[src/rtl/lsu_arb.sv]
// Load/store arbiter: N_CH requesters share an SRAM port and an AXI master port,
// with in-order response routing. Optional request locking via LSU_LOCK_EN.
module lsu_arb #(
    parameter int          N_CH      = 3,
    parameter int          OUTST     = 2,
    parameter int          ARB_MODE  = 0,
    parameter logic [15:0] SRAM_BASE = 16'h8000
) (
    input  logic                 i_clk,
    input  logic                 i_rst,
    input  logic [N_CH-1:0]      hs_req_val,
    output logic [N_CH-1:0]      hs_req_rdy,
    input  logic [N_CH*32-1:0]   i_req_adr,
    input  logic [N_CH*32-1:0]   i_req_wdat,
    input  logic [N_CH*4-1:0]    i_req_wen,
    input  logic [N_CH-1:0]      i_req_ren,
`ifdef LSU_LOCK_EN
    input  logic [N_CH-1:0]      i_req_lock,
`endif
    output logic [N_CH-1:0]      o_rsp_val,
    output logic [31:0]          o_rsp_rdat,
    output logic [31:0]          o_adr,
    output logic [31:0]          o_wdat,
    output logic                 hs_ls4ram_val,
    input  logic                 hs_ram4ls_rdy,
    output logic [3:0]           o_sram_wen,
    output logic                 o_sram_ren,
    input  logic                 i_sram_rvld,
    input  logic [31:0]          i_sram_rdat,
    output logic                 hs_ls4axim_val,
    input  logic                 hs_axim4ls_rdy,
    output logic [3:0]           o_axim_wen,
    output logic                 o_axim_ren,
    input  logic                 i_axim_rvld,
    input  logic [31:0]          i_axim_rdat
);
    localparam int CW = $clog2(N_CH);
    localparam int PW = (OUTST > 1) ? $clog2(OUTST) : 1;
    localparam int NW = $clog2(OUTST + 1);

    // Tracker entry target: 0 = SRAM, 1 = AXI
    logic [OUTST-1:0][CW-1:0] id_q;
    logic [OUTST-1:0]         tgt_q;
    logic [PW-1:0]            wptr_q, wptr_d, rptr_q, rptr_d;
    logic [NW-1:0]            cnt_q, cnt_d;
    logic [CW-1:0]            rr_q, rr_d;
    logic                     tail_tgt_q;

    logic [CW-1:0] win;
    logic          any, win_tgt, head_tgt, pop, full, issue, accept, rr_hold;
    logic [31:0]   adr_w, wdat_w;
    logic [3:0]    wen_w;
    logic          ren_w;

    function automatic logic [CW-1:0] wrap_add(input logic [CW-1:0] b, input int i);
        int s;
        s = int'(b) + i;
        if (s >= N_CH) s = s - N_CH;
        return CW'(s);
    endfunction

    function automatic logic [PW-1:0] ptr_inc(input logic [PW-1:0] p);
        return (p == PW'(OUTST - 1)) ? '0 : p + 1'b1;
    endfunction

`ifdef LSU_LOCK_EN
    logic          lock_q;
    logic [CW-1:0] lock_ch_q;
    logic          pinned;
    assign pinned  = lock_q && hs_req_val[lock_ch_q];
    assign rr_hold = pinned || i_req_lock[win];
`else
    assign rr_hold = 1'b0;
`endif

    always_comb begin
        win = '0;
        any = 1'b0;
        if (ARB_MODE == 0) begin
            for (int k = 0; k < N_CH; k++)
                if (hs_req_val[k]) begin
                    win = CW'(k);
                    any = 1'b1;
                end
        end else begin
            for (int i = 0; i < N_CH; i++)
                if (!any && hs_req_val[wrap_add(rr_q, i)]) begin
                    win = wrap_add(rr_q, i);
                    any = 1'b1;
                end
        end
`ifdef LSU_LOCK_EN
        if (pinned) begin
            win = lock_ch_q;
            any = 1'b1;
        end
`endif
    end

    assign adr_w   = i_req_adr[win*32 +: 32];
    assign wdat_w  = i_req_wdat[win*32 +: 32];
    assign wen_w   = i_req_wen[win*4 +: 4];
    assign ren_w   = i_req_ren[win];
    assign win_tgt = (adr_w[31:16] != SRAM_BASE);

    assign head_tgt = tgt_q[rptr_q];
    assign pop      = !i_rst && (cnt_q != '0) && (head_tgt ? i_axim_rvld : i_sram_rvld);
    // A pop in the same cycle frees a slot, so a full tracker can still accept.
    assign full     = (cnt_q == NW'(OUTST)) && !pop;
    assign issue    = !i_rst && any && !full && (cnt_q == '0 || win_tgt == tail_tgt_q);
    assign accept   = issue && (win_tgt ? hs_axim4ls_rdy : hs_ram4ls_rdy);

    assign hs_req_rdy     = accept ? (N_CH'(1) << win) : '0;
    assign o_rsp_val      = pop ? (N_CH'(1) << id_q[rptr_q]) : '0;
    assign o_rsp_rdat     = pop ? (head_tgt ? i_axim_rdat : i_sram_rdat) : '0;
    assign o_adr          = issue ? adr_w : '0;
    assign o_wdat         = issue ? wdat_w : '0;
    assign hs_ls4ram_val  = issue && !win_tgt;
    assign o_sram_wen     = hs_ls4ram_val ? wen_w : '0;
    assign o_sram_ren     = hs_ls4ram_val && ren_w;
    assign hs_ls4axim_val = issue && win_tgt;
    assign o_axim_wen     = hs_ls4axim_val ? wen_w : '0;
    assign o_axim_ren     = hs_ls4axim_val && ren_w;

    always_comb begin
        wptr_d = accept ? ptr_inc(wptr_q) : wptr_q;
        rptr_d = pop ? ptr_inc(rptr_q) : rptr_q;
        cnt_d  = cnt_q;
        if (accept && !pop) cnt_d = cnt_q + 1'b1;
        if (!accept && pop) cnt_d = cnt_q - 1'b1;
        rr_d   = (accept && !rr_hold) ? wrap_add(win, 1) : rr_q;
    end

    always_ff @(posedge i_clk) begin
        if (i_rst) begin
            wptr_q     <= '0;
            rptr_q     <= '0;
            cnt_q      <= '0;
            rr_q       <= '0;
            tail_tgt_q <= 1'b0;
        end else begin
            wptr_q <= wptr_d;
            rptr_q <= rptr_d;
            cnt_q  <= cnt_d;
            rr_q   <= rr_d;
            if (accept) begin
                id_q[wptr_q]  <= win;
                tgt_q[wptr_q] <= win_tgt;
                tail_tgt_q    <= win_tgt;
            end
        end
    end

`ifdef LSU_LOCK_EN
    // Lock is taken or released by each accept; dropping val also releases it.
    always_ff @(posedge i_clk) begin
        if (i_rst) begin
            lock_q    <= 1'b0;
            lock_ch_q <= '0;
        end else if (accept) begin
            lock_q    <= i_req_lock[win];
            lock_ch_q <= win;
        end else if (lock_q && !hs_req_val[lock_ch_q]) begin
            lock_q <= 1'b0;
        end
    end
`endif
endmodule

[config.mk]
export PLATFORM = sky130hd
export DESIGN_NAME = lsu_arb
export DESIGN_NICKNAME = d
export VERILOG_FILES = /design/src/rtl/lsu_arb.sv
export SDC_FILE = /design/constraint.sdc
export NUM_CORES = 1
export LEC_CHECK = 0
export ABC_AREA = 1
export BUFFER_PORTS_ARGS = -buffer_cell sky130_fd_sc_hd__buf_4
export CORE_AREA = 2 2 153 155
export CTS_CLUSTER_DIAMETER = 40
export DETAILED_ROUTE_END_ITERATION = 8
export DIE_AREA = 0 0 155 157
export PLACE_DENSITY_LB_ADDON = 0.2
export SETUP_SLACK_MARGIN = 0.5
export SYNTH_ARGS = -nofsm -noshare
export SYNTH_HDL_FRONTEND = slang
export SYNTH_SLANG_ARGS = --single-unit
[constraint.sdc]
create_clock -name i_clk -period 6.6 [get_ports i_clk]
set_input_delay 0.99 -clock i_clk [delete_from_list [all_inputs] [get_ports i_clk]]
set_output_delay 0.99 -clock i_clk [all_outputs]
set_load 0.01 [all_outputs]
==> impl_metrics.env, run 1 <==
export IMPL_synth_warnings=0
export IMPL_final_cells=1182
export IMPL_ctsResizeCount=0
export IMPL_worst_ep_required_time_ps=5610
export IMPL_routed_wirelength_um=19340
export IMPL_drtAntennaViolNets=0
export IMPL_first_pass_iters=4
export IMPL_yosys_area_share_simple_pct=50.60
export IMPL_first_global_vias=4862
export IMPL_path_clk_slew_ps=40
export IMPL_async_flop_share_pct=0
export IMPL_overflow=0
export IMPL_area_growth_pct=118.4
export IMPL_cpPeakStageDelay_ps=590
export IMPL_finalCritPeriodShare_pct=77.50
export IMPL_postCtsSetupBuffers=0
export IMPL_synth_seq_cells=11
export IMPL_power_density_nw_per_um2=106.8
export IMPL_skew_ps=2.205
export IMPL_syn_num_nets=816
export IMPL_ys_types=27
export IMPL_cts_max_path_buffers=2
export IMPL_startpoint_type="primary input"
export IMPL_placed_area_sq_um=5856
export IMPL_synth_cells=535
export IMPL_ios=394
export IMPL_worstHoldPathType="reg -> reg"
export IMPL_synth_area_leaders="nand2_1 37%, a31oi_1 12%, a21oi_1 7.2%"
export IMPL_max_cap_viol_count=0
export IMPL_die_area_sq_um=24340
export IMPL_synth_most_common_cell="nand2_1"
export IMPL_die_h_um=157
export IMPL_postCtsHoldBufs=0
export IMPL_fmax_mhz=195.5
export IMPL_grt_util_all_layers_pct=14.46
export IMPL_coreArea_sq_um=22500
export IMPL_tns_ps=0
export IMPL_dp_cells=1178
export IMPL_initialDrtViolationCount=304
export IMPL_yosysTopAreaCellShare_pct=36.74
export IMPL_hold_viol_final=0
export IMPL_synth_compound_area_share_pct=27.39
export IMPL_synth_top_family_by_area="simple AND/OR/NAND/NOR gates"
export IMPL_min_from="wptr_q$_SDFFE_PP0P_"
export IMPL_power_leakage_uw=0.003004
export IMPL_synthAdderAreaFrac_pct=0.4604
export IMPL_cpMaxStageDelayCell="buf_4"
export IMPL_drc=0
export IMPL_crit_start="hs_req_val[2]"
export IMPL_maxSlewHeadroom_pct=37.88
export IMPL_slew_viol_final=0
export IMPL_start_util_pct=12.08
export IMPL_vias=5115
export IMPL_cp_cell_sequence="buf_4 > inv_2 > nand3_1 > nand3_1 > nor2_1 > nand2_1 > nor2_2 > nand2_1 > nand2_1 > nand2_1 > nand2_1 > nand2_2 > buf_4 > a31oi_1 > buf_4"
export IMPL_grt_max_degree=74
export IMPL_yosysSeqAreaShare_pct=10.31
export IMPL_rrSetupSlack_ps=4000
export IMPL_r2r_start="rptr_q$_SDFFE_PP0P_"
export IMPL_final_nets=1179
export IMPL_status="completed"
export IMPL_total_power_uw=634.1
export IMPL_vdd_drop_max_v=0.00007066
export IMPL_viasPerCell=4.327
export IMPL_syn_cell_area_sq_um=2718
export IMPL_fin_area_sq_um=5936
export IMPL_clkSinkCount=11
export IMPL_antenna_found_initial=0
export IMPL_synthFlopType="edfxtp_1"
export IMPL_die_x_um=155
export IMPL_port_buffers=393
export IMPL_worstRegToRegCells=10
export IMPL_grt_pass1_wl_um=27660
export IMPL_numCtsBuffers=3
export IMPL_cts_max_level=1
export IMPL_path_buf_inv=4
export IMPL_rsz0062_at_grt="no"
export IMPL_cts_tree="done"
export IMPL_timing_rr_end="cnt_q[1]$_SDFFE_PP0P_"
export IMPL_synth_top_area_cell="nand2_1"
export IMPL_synth_common_cells="266 x nand2_1, 54 x a31oi_1, 39 x a21oi_1, 34 x nand3_1, 28 x nor2_1"
export IMPL_worstPathMaxFanout=73
export IMPL_num_antenna_cells=0
export IMPL_gp_congestion=0.8224
export IMPL_cp_top_family="buffers and inverters"
export IMPL_rows=55
export IMPL_setup_viol=0
export IMPL_period_needed_ps=5115
export IMPL_cts_root_buf="clkbuf_16"
export IMPL_crit_type="in -> out"
export IMPL_drive_gt1_share_pct=46.93
export IMPL_cpMostUsedCell="nand2_1"
export IMPL_post_drt_wl_per_cell_um=16.36
export IMPL_hpwl_um=16150
export IMPL_critPathCaptureType="primary output"
export IMPL_synth_xor_area_share_pct=0
export IMPL_path_depth=15
export IMPL_synth_edf_count=6
export IMPL_muxShareOfSynthArea_pct=0
export IMPL_hold_slack_ps=501.1
export IMPL_tightest_slew_ps=930.8
export IMPL_cp_arrival_ps=4120
export IMPL_synth_area_per_cell_sq_um=5.080
export IMPL_endpoint="o_wdat[15]"
export IMPL_clkLatencyLatePin_ps=240
-- cell families after synthesis --
logic type | after synthesis
buf+inv | 62
flops | 11
fa+ha+maj | 1
compound gates | 116
simple gates | 345
-- where the power goes --
part	switching [uW]	leakage, uW	total (uW)	internal [uW]
clock network	29.7	0.0000409	110	80.1
registers	3.96	0.0000963	82.0	78.0
logic	221	0.00287	442	221
-- cell type report --
type | instances | area (sq um)
clock buffer | 3 | 75.07
clock inverter | 1 | 5.005
fill | 2595 | 16570
inverter | 22 | 82.58
multi-input combinational | 462 | 2148
sequential | 11 | 280.3
tap | 285 | 356.6
timing repair buffer | 398 | 2988
-- state kept, by name (all words and copies together), names as in the netlist --
signal and cells:
id_q 4, wptr_q 1, tail_tgt_q 1, rptr_q 1, tgt_q 2, cnt_q 2
-- how the worst min path moves through the flow --
stage                                    endpoint  slack [ps]  depth (start not counted)
after floorplan           tail_tgt_q$_SDFFE_PP0P_         460                          2
after global placement        wptr_q$_SDFFE_PP0P_         480                          1
after detailed placement  tail_tgt_q$_SDFFE_PP0P_         490                          2
after CTS                     wptr_q$_SDFFE_PP0P_         500                          1
after global routing      tail_tgt_q$_SDFFE_PP0P_         510                          2
final                         wptr_q$_SDFFE_PP0P_         500                          1
-- per-stage QoR --
step           utilization [%]  setup slack, ps
5_1_grt                  26.38             1163
4_1_cts                  26.38             1507
3_3_place_gp             26.02             1555
2_1_floorplan                -             2971
3_5_place_dp             26.02             1514
6_report                 26.38             1485
-- layout by cell type (no fill, tap or decap), types with 2 or more instances in the layout --
| cell type | Yosys | final |
|---|---|---|
| buf_4 | 2 | 398 |
| nand2_1 | 266 | 265 |
| a31oi_1 | 54 | 54 |
| a21oi_1 | 39 | 39 |
| nand3_1 | 34 | 34 |
| nor2_1 | 28 | 28 |
| inv_1 | 21 | 21 |
| a31oi_2 | 10 | 10 |
| o21ai_0 | 6 | 6 |
| edfxtp_1 | 6 | 6 |
| nor3_1 | 5 | 5 |
| dfxtp_1 | 5 | 5 |
| nor4_1 | 4 | 4 |
| clkbuf_16 | 0 | 3 |
| nor2_4 | 0 | 2 |
| nor2_2 | 4 | 2 |
| a22o_1 | 2 | 2 |
| or2_2 | 2 | 2 |
| o221ai_1 | 2 | 2 |
-- routing by layer --
metal  track usage, %  wire [um]
met3            4.213       1785
met1            16.05       7148
met5                0          0
met4            2.160        204
met2            27.68      10200
Power figures use the tool's default switching activity.
==> run 2: changes to the inputs <==
Clock period 6.6 ns to 4.2 ns, I/O delays scaled along.
==> run 2 against run 1 <==
Setup slack lost 740 ps. Largest cell class unchanged. Critical path depth unchanged. Non-clock buffer count rose by 2. Largest power group unchanged. Critical endpoint is now o_wdat[5]. Highest routed layer is now met5. Combinational power grew 59%. Register-to-register slack lost 2000 ps. Die area stayed put.
==> impl_metrics.env, run 2 (synthesis results as in run 1) <==
export IMPL_min_from="wptr_q$_SDFFE_PP0P_"
export IMPL_die_area_sq_um=24340
export IMPL_antenna_found_initial=1
export IMPL_postCtsSetupBuffers=0
export IMPL_power_leakage_uw=0.003017
export IMPL_grt_pass1_wl_um=26820
export IMPL_cts_max_path_buffers=2
export IMPL_drc=0
export IMPL_rsz0062_at_grt="no"
export IMPL_tns_ps=0
export IMPL_hpwl_um=16210
export IMPL_period_needed_ps=3459
export IMPL_cp_arrival_ps=2830
export IMPL_initialDrtViolationCount=297
export IMPL_skew_ps=1.790
export IMPL_r2r_start="rptr_q$_SDFFE_PP0P_"
export IMPL_rrSetupSlack_ps=1960
export IMPL_first_global_vias=4811
export IMPL_critPathCaptureType="primary output"
export IMPL_grt_util_all_layers_pct=13.99
export IMPL_largest_reg_flops=4
export IMPL_coreArea_sq_um=22500
export IMPL_post_drt_wl_per_cell_um=16.19
export IMPL_timing_rr_end="cnt_q[1]$_SDFFE_PP0P_"
export IMPL_top_regs="id_q: 4 flops, cnt_q: 2 flops, tgt_q: 2 flops"
export IMPL_worstPathMaxFanout=49
export IMPL_hold_slack_ps=502.5
export IMPL_worst_ep_required_time_ps=3570
export IMPL_clkSinkCount=11
export IMPL_hold_end="wptr_q$_SDFFE_PP0P_"
export IMPL_fmax_mhz=289.1
export IMPL_startpoint_type="primary input"
export IMPL_die_h_um=157
export IMPL_grt_max_degree=56
export IMPL_start_util_pct=12.08
export IMPL_drive_gt1_share_pct=47.16
export IMPL_num_antenna_cells=0
export IMPL_setup_viol=0
export IMPL_area_growth_pct=120.1
export IMPL_cts_max_level=1
export IMPL_overflow=0
export IMPL_power_density_nw_per_um2=167.8
export IMPL_final_common_cell="buf_4"
export IMPL_worstRegToRegCells=9
export IMPL_maxSlewHeadroom_pct=36.43
export IMPL_final_nets=1181
export IMPL_rows=55
export IMPL_numCtsBuffers=3
export IMPL_die_x_um=155
export IMPL_max_cap_viol_count=0
export IMPL_port_buffers=393
export IMPL_top_register="id_q"
export IMPL_clkLatencyLatePin_ps=230
export IMPL_final_cell_mix="398 x buf_4, 265 x nand2_1, 52 x a31oi_1"
export IMPL_cts_root_buf="clkbuf_16"
export IMPL_cts_tree="done"
export IMPL_path_clk_slew_ps=40
export IMPL_slew_viol_final=0
export IMPL_gp_congestion=0.8589
export IMPL_drtAntennaViolNets=0
export IMPL_hold_depth=1
export IMPL_crit_type="in -> out"
export IMPL_tightest_slew_ps=952.5
export IMPL_status="completed"
export IMPL_finalCritPeriodShare_pct=82.35
export IMPL_viasPerCell=4.246
export IMPL_routed_wirelength_um=19170
export IMPL_worstHoldPathType="reg -> reg"
export IMPL_hold_viol_final=0
export IMPL_ios=394
export IMPL_vdd_drop_max_v=0.0001366
export IMPL_first_pass_iters=4
export IMPL_vias=5027
==> run 2: cell types whose count changed in the layout (fill, tap and decap cells not counted), sizes merged <==
cell	before	now
clkbuf	3	4
buf	398	400
clkinv	1	0
==> run 2: final cells by class <==
class                   count  area (sq um)
repair buffers            400          3019
well taps                 285         356.6
multi-input cells         462          2161
flip-flops and latches     11         280.3
clock buffers               4         78.83
fillers                  2562         16520
inverters                  22         85.08
==> run 2: how the worst max path moves through the flow <==
stage | slack, ps | start | to | cells past startpoint
after floorplan | 1290 | hs_req_val[1] | o_wdat[22] | 16
after global placement | 420 | hs_req_val[2] | o_wdat[0] | 15
after detailed placement | 410 | hs_req_val[2] | o_wdat[0] | 15
after CTS | 540 | hs_req_val[2] | o_wdat[0] | 15
after global routing | 510 | hs_req_val[2] | o_wdat[5] | 15
final | 740 | hs_req_val[2] | o_wdat[5] | 15
==> run 2: repair_timing <==
action / 4_1_cts / 5_1_grt
hold buffers: 0 / 0
gates resized for setup: 1 / 4
setup endpoints to repair: 3 / 10
==> run 2: critical path: stages <==
cell and delay (ps):
buf_6 260, inv_4 170, nand3_1 130, nand3_1 140, nor2_1 130, nand2_1 70, nor2_2 130, nand2_1 120
nand2_1 80, nand2_1 50, nand2_1 80, nand2_2 90, buf_12 210, a31oi_1 290, buf_4 180
==> run 2: stage by stage <==
step	power [uW]	utilization, %	setup WS [ps]	area (sq um)	std cells
2_1_floorplan	432.9	-	1291	2718	535
3_3_place_gp	847.7	26.14	424.1	5883	1180
3_5_place_dp	843.6	26.14	405.8	5883	1180
4_1_cts	1018	26.51	543.0	5966	1184
5_1_grt	1075	26.58	513.8	5981	1184
6_report	1004	26.58	741.3	5981	1184
==> run 2: where the power goes <==
part	internal, uW	leakage, uW	switching, uW
Clock	127	0.0000382	43.3
Sequential	123	0.0000963	6.22
Combinational	355	0.00288	350
Total	605	0.00302	399
==> run 2: metal layers <==
layer	global-route usage, %	up-vias	part of all wire (%)
met3	4.047	10	9.5
li1	-	2525	-
met5	0	-	0.063
met2	28.25	259	54
met1	14.80	2231	36
met4	1.014	2	0.58
==> run 3: changes to the inputs <==
Clock period 4.2 ns to 3.1 ns, I/O delays scaled along.
==> run 3 against run 2 <==
Global-route usage rose by 1.4 points. Final cell count up 4.5%. Worst hold slack got worse by 72 ps. Largest power group unchanged. Combinational power rose by 97%. Core utilization increased by 7.2 points. Clock skew barely moved. Via count grew 6.1%. Wire length is 12% higher. Clock power rose by 38%. Design area increased by 27%. First-iteration DRC count shrank 21%. Setup slack lost 500 ps.
==> impl_metrics.env, run 3 (synthesis results as in run 1) <==
export IMPL_gp_congestion=0.8768
export IMPL_fmax_mhz=349.8
export IMPL_maxSlewHeadroom_pct=58.09
export IMPL_tightest_slew_ps=628.6
export IMPL_skew_ps=1.342
export IMPL_clkLatencyLatePin_ps=240
export IMPL_hpwl_um=16880
export IMPL_finish_utilization_pct=33.82
export IMPL_antenna_found_initial=0
export IMPL_internal_power_uw=1081
export IMPL_swShare_pct=39.76
export IMPL_status="completed"
export IMPL_min_from="i_rst"
export IMPL_post_drt_wl_per_cell_um=17.31
export IMPL_area_growth_pct=180.1
export IMPL_crit_type="in -> out"
export IMPL_rsz0062_at_grt="yes"
export IMPL_worstPathMaxFanout=6
export IMPL_worstHoldPathType="in -> reg"
export IMPL_setup_viol=0
export IMPL_first_global_vias=5194
export IMPL_top_register="id_q"
export IMPL_power_leakage_uw=0.003553
export IMPL_coreArea_sq_um=22500
export IMPL_postCtsHoldBufs=0
export IMPL_multi_input_area_sq_um=2947
export IMPL_pwr_share_comb_pct=77.2
export IMPL_power_switching_uw=713.7
export IMPL_cts_max_path_buffers=2
export IMPL_die_h_um=157
export IMPL_viasPerCell=4.314
export IMPL_cts_root_buf="clkbuf_16"
export IMPL_path_clk_slew_ps=40
export IMPL_drtAntennaViolNets=0
export IMPL_top_regs="id_q: 4 flops, cnt_q: 2 flops, tgt_q: 2 flops"
export IMPL_power_frac_clock_pct=13.0
export IMPL_fillers=2471
export IMPL_power_density_nw_per_um2=235.8
export IMPL_largest_reg_flops=4
export IMPL_final_common_cell="buf_4"
export IMPL_critPathCaptureType="primary output"
export IMPL_die_x_um=155
export IMPL_drc=0
export IMPL_period_needed_ps=2859
export IMPL_finalCritPeriodShare_pct=92.22
export IMPL_tns_ps=0
export IMPL_grt_pass1_wl_um=29370
export IMPL_final_cell_mix="383 x buf_4, 253 x nand2_1, 51 x buf_6"
export IMPL_clkSinkCount=11
export IMPL_port_buffers=393
export IMPL_startpoint_type="primary input"
export IMPL_rows=55
export IMPL_power_share_sequential_pct=9.8
export IMPL_first_pass_iters=4
export IMPL_routed_wirelength_um=21410
export IMPL_worst_ep_required_time_ps=2630
export IMPL_final_nets=1234
export IMPL_vdd_drop_max_v=0.0001892
export IMPL_vias=5336
export IMPL_grt_max_degree=56
export IMPL_cp_arrival_ps=2390
export IMPL_cts_max_level=1
export IMPL_die_area_sq_um=24340
export IMPL_numCtsBuffers=3
export IMPL_slew_viol_final=0
export IMPL_hold_viol_final=0
export IMPL_max_cap_viol_count=0
export IMPL_ios=394
export IMPL_ff_latch_area_sq_um=280.3
export IMPL_crit_start="hs_req_val[1]"
export IMPL_drive_gt1_share_pct=57.77
export IMPL_r2r_start="cnt_q[1]$_SDFFE_PP0P_"
export IMPL_num_antenna_cells=0
export IMPL_initialDrtViolationCount=235
export IMPL_cts_tree="done"
export IMPL_start_util_pct=12.08
export IMPL_grt_util_all_layers_pct=15.42
export IMPL_overflow=0
-- run 3: changes by cell type in the layout (fill, tap and decap cells not counted), moves of 8 or more --
cell / previous run / this run
nand3_1: 34 / 21
buf_4: 398 / 383
nand3_2: 0 / 12
a31oi_4: 0 / 43
a31oi_1: 52 / 14
nand2_1: 265 / 253
buf_6: 1 / 51
buf_12: 1 / 9
-- run 3: critical path: stages --
cell       delay [ps]
buf_6             110
nor2_4            200
clkbuf_16         190
nand2_2            80
nand3_2            80
nor2_1             50
nand2_1            70
nor2_2             50
buf_4             130
nand3_1            60
nand2_1            70
nand2_2           110
nand2_8           100
buf_12            180
clkbuf_16         160
a31oi_2           140
buf_4             150
-- run 3: routing by layer --
metal / share of wire, % / track usage [%]
met1: 36 / 16.37
met2: 55 / 31.05
met3: 8.7 / 4.405
met4: 0.51 / 1.279
met5: 0 / 0
-- run 3: final cells by class --
type	count	area share (%)
clock buffer	3	0.9864
clock inverter	1	0.06576
inverter	22	1.118
multi-input combinational	462	38.71
sequential	11	3.682
tap	285	4.685
timing repair buffer	453	50.75
-- run 3: metrics by stage --
stage	instance area (sq um)	setup slack, ps	total power, uW	hold slack [ps]	instances
floorplan	2718	521.3	586.5	461.2	535
CTS	6972	275.7	1637	427.1	1230
global route	7611	134.6	1896	430.4	1237
finish	7611	241.3	1795	431.0	1237
detailed placement	6178	77.15	1224	495.3	1211
global placement	6178	85.34	1227	483.8	1211
-- run 3: timing repair --
item                                    in CTS  in global routing
pin swaps                                    9                  8
cloned                                       3                  4
endpoints found under the setup margin      79                 87
setup buffers                               12                  3
gates resized for setup                    101                 81
-- run 3: path summary, 6_finish.rpt --
check                            end  slack [ps]  depth (start not counted)
max                        o_wdat[6]         240                         17
min          tail_tgt_q$_SDFFE_PP0P_         430                          2
max reg2reg    cnt_q[1]$_SDFFE_PP0P_         740                          9
min reg2reg      wptr_q$_SDFFE_PP0P_         510                          1
-- run 3: power by group through the flow --
stage               logic, uW  clock network [uW]  registers [uW]
finish                   1390                 234             176
global route             1470                 245             177
CTS                      1220                 240             175
detailed placement       1050                   0             177
global placement         1050                   0             177
floorplan                 412                   0             175
